===== src/rtl/muldiv_ctrl_if.sv =====
// Divider-side bundle between the HI/LO controller and the iterative divider.
// master: controller (start/abandon/operands out, ready/result in); slave: divider.
interface muldiv_ctrl_if;
    logic        div_start;
    logic        div_abandon;
    logic        div_signed;
    logic [31:0] div_opr1;
    logic [31:0] div_opr2;
    logic        div_ready;
    logic [63:0] div_res;

    modport master (
        output div_start,
        output div_abandon,
        output div_signed,
        output div_opr1,
        output div_opr2,
        input  div_ready,
        input  div_res
    );

    modport slave (
        input  div_start,
        input  div_abandon,
        input  div_signed,
        input  div_opr1,
        input  div_opr2,
        output div_ready,
        output div_res
    );
endinterface


===== src/rtl/muldiv_ctrl.sv =====
// HI/LO multiply/divide controller: owns HI/LO, sequences an external divider,
// runs a one-cycle multiply, and raises a combinational pipeline stall.
// Ports: clk, rst (async, active-high), op/opr1/opr2/flush from the pipeline,
// stall/hi/lo to the pipeline, div (master side of muldiv_ctrl_if) to the divider.
module muldiv_ctrl (
    input  logic                clk,
    input  logic                rst,
    input  logic [2:0]          op,
    input  logic [31:0]         opr1,
    input  logic [31:0]         opr2,
    input  logic                flush,
    output logic                stall,
    output logic [31:0]         hi,
    output logic [31:0]         lo,
    muldiv_ctrl_if.master       div
);
    localparam logic [2:0] OP_MULT  = 3'd1;
    localparam logic [2:0] OP_MULTU = 3'd2;
    localparam logic [2:0] OP_DIV   = 3'd3;
    localparam logic [2:0] OP_DIVU  = 3'd4;
    localparam logic [2:0] OP_MTHI  = 3'd5;
    localparam logic [2:0] OP_MTLO  = 3'd6;

    typedef enum logic [1:0] {
        IDLE,
        DIV_WAIT,
        DIV_DONE,
        MUL_WB
    } state_t;

    state_t      state_q, state_d;
    logic [31:0] hi_q, hi_d;
    logic [31:0] lo_q, lo_d;
    logic [63:0] prod_q, prod_d;
    logic        sgn_q, sgn_d;

    logic        is_div;
    logic        is_mul;
    logic        start;
    logic        abandon;
    logic        ext1;
    logic        ext2;
    logic [63:0] mul_a;
    logic [63:0] mul_b;

    assign is_div = (op == OP_DIV) || (op == OP_DIVU);
    assign is_mul = (op == OP_MULT) || (op == OP_MULTU);

    // Low 64 bits of a product are sign-agnostic, so extend to 64 and
    // multiply unsigned: that equals the 33x33 signed/unsigned result.
    assign ext1  = (op == OP_MULT) && opr1[31];
    assign ext2  = (op == OP_MULT) && opr2[31];
    assign mul_a = {{32{ext1}}, opr1};
    assign mul_b = {{32{ext2}}, opr2};

    always_comb begin
        state_d = state_q;
        hi_d    = hi_q;
        lo_d    = lo_q;
        prod_d  = prod_q;
        sgn_d   = sgn_q;
        stall   = 1'b0;
        start   = 1'b0;
        abandon = 1'b0;
        if (flush) begin
            abandon = 1'b1;
            state_d = IDLE;
        end else begin
            unique case (state_q)
                IDLE, DIV_DONE: begin
                    // DIV_DONE drops div_start for one cycle so the divider
                    // frees up; a new divide waits there and starts from IDLE.
                    if (state_q == DIV_DONE) state_d = IDLE;
                    if (is_div) begin
                        stall = 1'b1;
                        if (state_q == IDLE) begin
                            start   = 1'b1;
                            sgn_d   = (op == OP_DIV);
                            state_d = DIV_WAIT;
                        end
                    end else if (is_mul) begin
                        stall   = 1'b1;
                        prod_d  = mul_a * mul_b;
                        state_d = MUL_WB;
                    end else if (op == OP_MTHI) begin
                        hi_d = opr1;
                    end else if (op == OP_MTLO) begin
                        lo_d = opr1;
                    end
                end
                DIV_WAIT: begin
                    start = 1'b1;
                    if (div.div_ready) begin
                        hi_d    = div.div_res[63:32];
                        lo_d    = div.div_res[31:0];
                        state_d = DIV_DONE;
                    end else begin
                        stall = 1'b1;
                    end
                end
                MUL_WB: begin
                    hi_d    = prod_q[63:32];
                    lo_d    = prod_q[31:0];
                    state_d = IDLE;
                end
                default: state_d = IDLE;
            endcase
        end
        // Outputs are quiet for the whole time reset is held.
        if (rst) begin
            stall   = 1'b0;
            start   = 1'b0;
            abandon = 1'b0;
        end
    end

    always_ff @(posedge clk or posedge rst) begin
        if (rst) begin
            state_q <= IDLE;
            hi_q    <= 32'd0;
            lo_q    <= 32'd0;
            prod_q  <= 64'd0;
            sgn_q   <= 1'b0;
        end else begin
            state_q <= state_d;
            hi_q    <= hi_d;
            lo_q    <= lo_d;
            prod_q  <= prod_d;
            sgn_q   <= sgn_d;
        end
    end

    assign hi              = hi_q;
    assign lo              = lo_q;
    assign div.div_start   = start;
    assign div.div_abandon = abandon;
    assign div.div_signed  = start & sgn_d;
    assign div.div_opr1    = start ? opr1 : 32'd0;
    assign div.div_opr2    = start ? opr2 : 32'd0;
endmodule


===== src/flat_wrapper.sv =====
// flat-port wrapper written by rule: the top's interface ports become plain ports
module muldiv_ctrl_flat 
  (clk, rst, op, opr1, opr2, flush, stall, hi, lo, div_div_start, div_div_abandon, div_div_signed, div_div_opr1, div_div_opr2, div_div_ready, div_div_res);
  muldiv_ctrl_if div_i ();
  input  logic clk;
  input  logic rst;
  input  logic [2:0] op;
  input  logic [31:0] opr1;
  input  logic [31:0] opr2;
  input  logic flush;
  output logic stall;
  output logic [31:0] hi;
  output logic [31:0] lo;
  output wire logic [$bits(div_i.div_start)-1:0] div_div_start;
  output wire logic [$bits(div_i.div_abandon)-1:0] div_div_abandon;
  output wire logic [$bits(div_i.div_signed)-1:0] div_div_signed;
  output wire logic [$bits(div_i.div_opr1)-1:0] div_div_opr1;
  output wire logic [$bits(div_i.div_opr2)-1:0] div_div_opr2;
  input wire logic [$bits(div_i.div_ready)-1:0] div_div_ready;
  input wire logic [$bits(div_i.div_res)-1:0] div_div_res;
  assign div_div_start = div_i.div_start;
  assign div_div_abandon = div_i.div_abandon;
  assign div_div_signed = div_i.div_signed;
  assign div_div_opr1 = div_i.div_opr1;
  assign div_div_opr2 = div_i.div_opr2;
  assign div_i.div_ready = div_div_ready;
  assign div_i.div_res = div_div_res;
  muldiv_ctrl u_core (.clk(clk), .rst(rst), .op(op), .opr1(opr1), .opr2(opr2), .flush(flush), .stall(stall), .hi(hi), .lo(lo), .div(div_i));
endmodule

===== config.mk =====
export PLATFORM = sky130hd
export DESIGN_NAME = muldiv_ctrl_flat
export DESIGN_NICKNAME = d
export VERILOG_FILES = /design/src/rtl/muldiv_ctrl_if.sv /design/src/rtl/muldiv_ctrl.sv /design/src/flat_wrapper.sv
export SDC_FILE = /design/constraint.sdc
export NUM_CORES = 2
export LEC_CHECK = 0
export BUFFER_PORTS_ARGS = -buffer_cell sky130_fd_sc_hd__buf_2
export CAP_MARGIN = 20
export CORE_MARGIN = 8
export CORE_UTILIZATION = 45
export CTS_BUF_LIST = sky130_fd_sc_hd__clkbuf_2 sky130_fd_sc_hd__clkbuf_4 sky130_fd_sc_hd__clkbuf_8
export DETAILED_ROUTE_END_ITERATION = 8
export PLACE_DENSITY = 0.64
export SETUP_SLACK_MARGIN = 0.05
export SYNTH_ARGS = -nofsm -noshare
export SYNTH_HDL_FRONTEND = slang
export SYNTH_SLANG_ARGS = --single-unit

===== constraint.sdc =====
create_clock -name clk -period 4.2 [get_ports clk]
set_input_delay 0.42 -clock clk [delete_from_list [all_inputs] [get_ports clk]]
set_output_delay 0.42 -clock clk [all_outputs]
set_load 0.01 [all_outputs]

==> flow_metrics.env <==
export IMPL_outcome="finished with violations"
export IMPL_violations="setup timing"
export IMPL_cts_htree_levels=4
export IMPL_die_y_um=330
export IMPL_gp_congestion=0.959
export IMPL_wl_per_cell_um=21.0
export IMPL_crit_top_cell="fa_1"
export IMPL_ys_seq_elements=131
export IMPL_netlist_area_um2=44300
export IMPL_cts_buffer_depth=2
export IMPL_regArea_um2=3290
export IMPL_finalHoldViolCount=0
export IMPL_syn_to_final_growth_pct=24.3
export IMPL_finalMaxSlewViolations=0
export IMPL_hold_path_depth=2
export IMPL_grt_pass1_wl_um=225000
export IMPL_clkSinkCount=131
export IMPL_grt_max_degree=107
export IMPL_startpoint_type="input pin"
export IMPL_worstSetupPathType="in -> reg"
export IMPL_setup_worst_path_end_class="register"
export IMPL_hold_end="u_core.state_q[0]$_DFFE_PP0P_"
export IMPL_cp_arrival_ps=8020
export IMPL_n_fill_cell=8562
export IMPL_synth_area_per_cell_um2=8.96
export IMPL_max_cap_violations=0
export IMPL_die_width_um=330
export IMPL_max_slew_worst_pin_slew_ps=1030
export IMPL_synth_flop_cell="dfrtp_1"
export IMPL_async_flop_share_pct=100
export IMPL_num_vias=35800
export IMPL_cp_top_family="adder cells"
export IMPL_ant_nets=0
export IMPL_core_area_um2=98000
export IMPL_rows=115
export IMPL_reg2reg_slack_ps=1530
export IMPL_gr_total_overflow=0
export IMPL_fmax_ghz=0.131
export IMPL_clk_pin_slew_ps=90
export IMPL_cts_tree="yes"
export IMPL_finClkSkew_ps=12.5
export IMPL_io_buffer_count=266
export IMPL_slew_headroom_pct=31.5
export IMPL_syn_inst=4949
export IMPL_timing_rr_end="u_core.prod_q[58]$_DFFE_PP0P_"
export IMPL_drtIter0Drc=2345
export IMPL_drt_pass1_iterations=8
export IMPL_cts_made_buffers=17
export IMPL_io_pins=267
export IMPL_fin_util_pct=56.2
export IMPL_nNetsFinal=7044
export IMPL_fin_crit_ps=7660
export IMPL_synthDistinctLibCells=64
export IMPL_crit_required_ps=4560
export IMPL_min_delay_start="flush"
export IMPL_cp_max_fo=6
export IMPL_antenna_found_initial=12
export IMPL_synth_area_leaders="fa_1 51%, inv_1 9.6%, nand2_1 8.2%"
export IMPL_routed_wl_um=145000
export IMPL_crit_buf_inv=9
export IMPL_reg2reg_depth=6
export IMPL_critPathMaxStageDelay_ps=560
export IMPL_yosys_warnings=0
export IMPL_rsz0062_at_grt="true"
export IMPL_synth_nets=6421
export IMPL_dpl_hpwl_um=120000
export IMPL_vias_per_cell=5.20
export IMPL_start_util_pct=45.2
export IMPL_setup_ws_ps=-3460
export IMPL_drive_above_1_share_pct=23.5
export IMPL_setup_violations=56
export IMPL_slowest_stage="fa_1"
export IMPL_synth_edf_count=0
export IMPL_post_place_ws_ps=-4090
export IMPL_ys_seq_area_share_pct=7.39
export IMPL_cts_root_buf="clkbuf_8"
export IMPL_fin_crit_sh_pct=182
export IMPL_grt_pass1_vias=38800
export IMPL_multiInputGateArea_um2=37700
export IMPL_clock_latency_ps=480
export IMPL_grtUsageTotal_pct=27.0
export IMPL_whs_ps=227
export IMPL_netlist_top_cell_by_area="fa_1"
export IMPL_hold_path_class="in -> reg"
export IMPL_drc=0
export IMPL_yosysTopAreaCellShare_pct=50.8
export IMPL_timing_rr_start="u_core.state_q[0]$_DFFE_PP0P_"
export IMPL_fp_dieArea_um2=109000
metal layers:
metal | vias up | GRT usage [%] | share of wire, %
met5 | - | 0 | 0
met1 | 18500 | 33.2 | 38
met3 | 371 | 3.23 | 6.2
li1 | 15500 | - | -
met4 | 0 | 12.8 | 5.7
met2 | 1344 | 47.4 | 50
cells in the mapped netlist, drive strengths merged (2+ instances only):
library cell	count
a211oi	8
a21o	23
a21oi	75
a221oi	3
a31o	2
a31oi	6
a41oi	3
and2	374
and3	21
and4	5
buf	20
clkbuf	294
dfrtp	131
fa	1125
ha	212
inv	1136
mux2	7
mux2i	66
nand2	971
nand2b	8
nand3	18
nand4	8
nor2	63
nor2b	4
nor3	15
nor3b	3
nor4	3
nor4b	2
nor4bb	2
o211ai	7
o21ai	211
o21bai	13
o22ai	2
o311ai	4
o31a	2
o31ai	4
or2	6
or3	4
xnor2	47
xor2	30
cell families after synthesis:
kind of cell / count (synthesis) / share of synthesized area (%)
simple gates: 1510 / 15.5
mux: 73 / 1.67
fa+ha+maj: 1337 / 56.8
flops: 131 / 7.39
buf+inv: 1450 / 12.3
compound gates: 371 / 4.84
xor+xnor: 77 / 1.52
how the worst max path moves through the flow:
| stage | start | end | slack (ps) | cells past startpoint |
|---|---|---|---|---|
| after detailed placement | op[1] | u_core.prod_q[63]$_DFFE_PP0P_ | -4090 | 28 |
| after global routing | op[1] | u_core.prod_q[63]$_DFFE_PP0P_ | -3650 | 30 |
| final | op[1] | u_core.prod_q[63]$_DFFE_PP0P_ | -3460 | 31 |
| after global placement | op[1] | u_core.prod_q[57]$_DFFE_PP0P_ | -3960 | 27 |
| after floorplan | op[1] | u_core.prod_q[63]$_DFFE_PP0P_ | -3880 | 31 |
| after CTS | op[1] | u_core.prod_q[63]$_DFFE_PP0P_ | -3390 | 27 |
worst reg2reg max path: stages (launching register included):
cell	delay, ps
dfrtp_4	660
nor2_1	220
nand3b_1	660
buf_4	470
a21oi_1	150
o21ai_0	80
or3_1	300
through the flow:
step	area [um2]	setup TNS, ps	std cells
CTS	54400	-136110	6854
floorplan	46000	-135570	4949
finish	55100	-140730	6880
global route	55100	-150010	6875
global placement	51900	-181230	6760
detailed placement	51900	-182790	6760
layout by cell type (no fill, tap or decap), types with 36 or more instances in the layout:
| cell | instances |
|---|---|
| inv_2 | 40 |
| dfrtp_1 | 129 |
| and2_1 | 349 |
| o21ai_1 | 56 |
| buf_2 | 224 |
| fa_2 | 43 |
| buf_6 | 88 |
| buf_4 | 509 |
| buf_12 | 68 |
| o21ai_0 | 139 |
| a21oi_1 | 36 |
| fa_1 | 1082 |
| ha_1 | 145 |
| mux2i_1 | 66 |
| nand2_1 | 946 |
| ha_4 | 65 |
| nor2_1 | 53 |
| inv_1 | 1092 |
registers in the layout, summed over array words and instances, names as in the netlist:
signal          flops
u_core.hi          32
u_core.prod_q      64
u_core.sgn_q        1
u_core.lo          32
u_core.state_q      2
cell type report:
cell class | count | share of cell area, %
diodes | 9 | 0.0409
clock buffers | 18 | 0.438
clock inverters | 13 | 0.293
inverters | 1136 | 7.76
multi-input cells | 3368 | 68.4
flip-flops and latches | 131 | 5.96
well taps | 1287 | 2.92
repair buffers | 918 | 14.2
repair_timing:
action / CTS / global route
pin swaps: 176 / 91
setup endpoints to repair: 58 / 58
setup buffers: 63 / 21
gates resized for setup: 364 / 127
hold buffers: 0 / 1
gates cloned: 5 / 0
hold endpoints to repair: 0 / 10
Power is left out: the tool's default activity adds up to more than one toggle a clock period on the data nets, which glitch-free logic cannot reach.
